### src/rtl/network_sched.sv
// network_sched: round-robin scheduler sharing one network datapath among N_REQ requesters
// Ports: clk/rst (sync, active high); req, req_d (N_REQ x 120-bit cube states) in;
// ack, resp_valid (one-hot pulses), resp_q, resp_err, busy, fault out;
// net_load, net_d drive the network; net_valid, net_q return its result.
// Optional watchdog: define NETWORK_SCHED_WATCHDOG_EN to enable the TIMEOUT fault path.
module network_sched #(
    parameter int N_REQ   = 4,
    parameter int TIMEOUT = 4096
) (
    input  logic               clk,
    input  logic               rst,
    input  logic [N_REQ-1:0]   req,
    input  logic [N_REQ*120-1:0] req_d,
    output logic [N_REQ-1:0]   ack,
    output logic [N_REQ-1:0]   resp_valid,
    output logic [3:0]         resp_q,
    output logic               resp_err,
    output logic               busy,
    output logic               fault,
    output logic               net_load,
    output logic [119:0]       net_d,
    input  logic               net_valid,
    input  logic [3:0]         net_q
);
    localparam int IW = (N_REQ > 1) ? $clog2(N_REQ) : 1;

    typedef enum logic [2:0] {IDLE, ISSUE, WAIT, RESP, DRAIN, FAULT} state_t;

    state_t        state;
    logic [IW-1:0] rr, gidx, win;

    // The lowest offset from rr wins, so scan offsets high to low and let the last hit stand.
    always_comb begin
        win = '0;
        for (int k = N_REQ - 1; k >= 0; k--)
            if (req[(int'(rr) + k) % N_REQ]) win = IW'((int'(rr) + k) % N_REQ);
    end

    assign busy = (state != IDLE);

`ifdef NETWORK_SCHED_WATCHDOG_EN
    localparam int CW = $clog2(TIMEOUT);
    logic [CW-1:0] cnt;
    logic          err_q, fault_q;
    assign resp_err = err_q;
    assign fault    = fault_q;
`else
    localparam int unused_timeout = TIMEOUT;
    assign resp_err = 1'b0;
    assign fault    = 1'b0;
`endif

    always_ff @(posedge clk) begin
        if (rst) begin
            state      <= IDLE;
            rr         <= '0;
            gidx       <= '0;
            net_d      <= '0;
            resp_q     <= '0;
            ack        <= '0;
            resp_valid <= '0;
            net_load   <= 1'b0;
`ifdef NETWORK_SCHED_WATCHDOG_EN
            cnt        <= '0;
            err_q      <= 1'b0;
            fault_q    <= 1'b0;
`endif
        end else begin
            ack        <= '0;
            resp_valid <= '0;
            net_load   <= 1'b0;
`ifdef NETWORK_SCHED_WATCHDOG_EN
            err_q      <= 1'b0;
`endif
            case (state)
                IDLE: if (|req) begin
                    gidx     <= win;
                    net_d    <= req_d[int'(win)*120 +: 120];
                    ack      <= N_REQ'(1) << win;
                    net_load <= 1'b1;
                    state    <= ISSUE;
                end
                ISSUE: begin
                    rr    <= (int'(gidx) == N_REQ - 1) ? '0 : gidx + 1'b1;
                    state <= WAIT;
`ifdef NETWORK_SCHED_WATCHDOG_EN
                    cnt   <= '0;
`endif
                end
                WAIT: if (net_valid) begin
                    resp_q     <= net_q;
                    resp_valid <= N_REQ'(1) << gidx;
                    state      <= RESP;
                end
`ifdef NETWORK_SCHED_WATCHDOG_EN
                else if (cnt == CW'(TIMEOUT - 1)) begin
                    resp_q     <= '0;
                    resp_valid <= N_REQ'(1) << gidx;
                    err_q      <= 1'b1;
                    fault_q    <= 1'b1;
                    state      <= FAULT;
                end else cnt <= cnt + 1'b1;
`endif
                RESP:  state <= DRAIN;
                // Wait out a lingering net_valid so it cannot complete the next job.
                DRAIN: if (!net_valid) state <= IDLE;
                default: state <= state;
            endcase
        end
    end
endmodule

### config.mk
export PLATFORM = sky130hd
export DESIGN_NAME = network_sched
export DESIGN_NICKNAME = d
export VERILOG_FILES = /design/src/rtl/network_sched.sv
export SDC_FILE = /design/constraint.sdc
export NUM_CORES = 1
export LEC_CHECK = 0
export CAP_MARGIN = 40
export CORE_AREA = 5 5 239 241
export DETAILED_ROUTE_END_ITERATION = 6
export DIE_AREA = 0 0 244 246
export GPL_TIMING_DRIVEN = 0
export PLACE_DENSITY = 0.39
export SETUP_SLACK_MARGIN = 0.2
export SLEW_MARGIN = 20
export SYNTH_ARGS = -nofsm -noshare
export SYNTH_HDL_FRONTEND = slang
export SYNTH_SLANG_ARGS = --single-unit
export TNS_END_PERCENT = 10
### constraint.sdc
create_clock -name clk -period 2.5 [get_ports clk]
set_input_delay 0.75 -clock clk [delete_from_list [all_inputs] [get_ports clk]]
set_output_delay 0.75 -clock clk [all_outputs]
set_load 0.005 [all_outputs]
==> metrics <==
clock sink count 140; Worst Skew 9.60 ps; Static Leak 5.93 nW; Die Y 246 um; cell with the most instances on the worst path buf_16; WS Path Type input pin to flop; worst vdd ir 0.000542 V; final setup vio count 0; HPWL Detailed 40400 um; total grt overflow 0; share of cells above drive strength 1 17.6%; pin count of the biggest net entering global routing 17; TritonCTS clock tree yes; area leader, netlist dfxtp_1; Hold Crit Class flop to flop; Clock Pin Slew Worst Setup and Hold Paths 60 ps; Hold Violations, Final 0; vias after detailed routing 8729; commonest cells after routing, fill and taps aside 618 x clkdlybuf4s50_1, 205 x mux2i_1, 140 x dfxtp_1, 122 x nand2_1, 90 x o221ai_2; Synth Flop Type dfxtp_1; Max Clk Rate 0.439 GHz; Period minus WS final 2280 ps; fin nets 1899; Initial DRC Count 248; Worst Path Arrival 2630 ps; vias in the first global route 9599; first-pass GRT wire length 69200 um; initial antenna violation count 15; Finished Layout Cells 2133; Root Driver clkbuf_16; die area 60000 um^2; CTS Buf Count 17; routed len/inst 23.4 um; Util after Layout 30.5%; TritonRoute pass-1 iters 4; DRC 0; Clk Latency, worst-skew pair 480 ps; routability congestion estimate from global placement 0.772; die width 244 um; sequential share of the synthesized area 33.8%; I/O pin cnt 627; Max Root-Sink Buffers 2; unrepaired setup endpoints after global routing yes; final setup margin 223 ps; Initial Util 15.2%; count of max-cap constraint violations 0; Avg Inst Size Synth 11.0 um^2; dpl cells 2086; Core ar. 54700 um^2; Worst Setup Start Kind input pin; fill count 5751; synthesis warning total 0; relative slew slack 64.1%; H-tree levels 4; slowest cell on the critical path dlygate4sd2_1; post-synth top area share 33.8%; Port Buffers 623; Slew Limit Fails 0; DP Worst Slack -811 ps; fin crit share 91.1%; PD cells 571 nW/um^2; vias per cell 4.09; Area growth syn-to-layout 101%; worst path required time 2860 ps; synthesized instance count 758; #FFs+latches synth 140; CP peak stage delay 280 ps; Mapped Area 8300 um^2; status finished, final reports clean; total wire length 49900 um; most common cell after layout, fill and taps aside clkdlybuf4s50_1; distinct cell type count after synthesis 35; critical path fanouts, max 10; Async SR Flop Fraction 0%; number of synthesized flops with an enable pin 0; Worst-Margin Slew 538 ps; Core Rows 86; crit-path cells dlygate4sd2_1 -> a21o_1 -> a21oi_1 -> o22a_2 -> buf_12 -> buf_16 -> buf_16 -> buf_8 -> mux2i_2 -> o221ai_2; Routed Antenna Nets 0; Crit. End Element flop; top cells by area, synth dfxtp_1 34%, mux2i_1 30%, o221ai_2 16%; GRT Resource Usage Total 16.0%
power by group:
part / leakage, nW / internal, mW / total, mW / switching, mW
logic: 4.47 / 2.27 / 3.87 / 1.59
registers: 1.15 / 2.62 / 2.83 / 0.217
clock network: 0.309 / 1.70 / 2.83 / 1.13
final timing paths:
check            start         to  slack (ps)  depth (start not counted)
max             req[0]  net_d[42]         220                         10
max reg2reg      rr[1]  net_d[42]         450                          9
min reg2reg  net_d[72]  net_d[72]         460                          2
min          net_d[72]  net_d[72]         460                          2
through the flow:
stage               power [mW]  hold slack (ps)  cell area [um^2]  TNS [ps]
finish                    9.53              459             16700         0
global route              10.1              482             16700         0
CTS                       9.66              463             16400         0
detailed placement        6.58              447             15400    -74610
global placement          6.57              446             15400    -69540
floorplan                 4.40              443              8310         0
synthesized netlist by cell type (2+ instances only):
cell type and instances:
buf_12 9, buf_2 34, buf_6 20, nand2_4 2, a21oi_1 6, o221ai_1 30
inv_1 5, dfxtp_1 140, clkbuf_1 5, nand2_1 122, mux2i_1 247, o221ai_2 90
nor3_1 3, nand2b_1 3, buf_4 4, nor2_1 19
sequential cells by signal (all words and copies together), names as in the netlist:
signal and cells:
net_d 120, ack 4, resp_q 4, resp_valid 4
state 3, gidx 2, rr 2, net_load 1
metal layers:
layer	part of all wire [%]	up-vias	global-route usage, %
met4	1.7	14	4.28
li1	-	4199	-
met5	0.17	-	0
met3	10	52	7.73
met2	52	386	28.8
met1	36	4078	16.8
worst max-delay path: cells and delay by family:
kind | cells | cell delay (ps)
buffers and inverters | 5 | 910
AO/OA/AOI/OAI | 4 | 670
multiplexers | 1 | 280
layout make-up:
cell class	instances	area, um^2	share of cell area (%)
well taps	704	881	5.28
repair buffers	629	6350	38.1
inverters	6	22.5	0.135
clock inverters	9	134	0.803
multi-input cells	541	5140	30.8
clock buffers	23	498	2.99
plain buffers	72	826	4.95
diodes	9	22.5	0.135
flip-flops and latches	140	2800	16.8
timing repair:
action,in CTS,in global routing
buffers inserted,3,0
gates resized for setup,69,56
pin swaps,2,1
cloned,1,2
setup endpoints to repair,121,120
hold buffers,0,0
cell families (layout without fill, tap and decap cells):
group	after synthesis	count (layout)	share of synthesized area, %
other	1	11	0.0452
muxes	247	247	29.8
AOI/OAI and AO/OA	133	133	20.5
DFF	140	140	33.8
adders and majority gates	1	1	0.151
and+or+nand+nor	158	158	8.02
buffers and inverters	78	739	7.79
(Power assumes the default switching activity.)
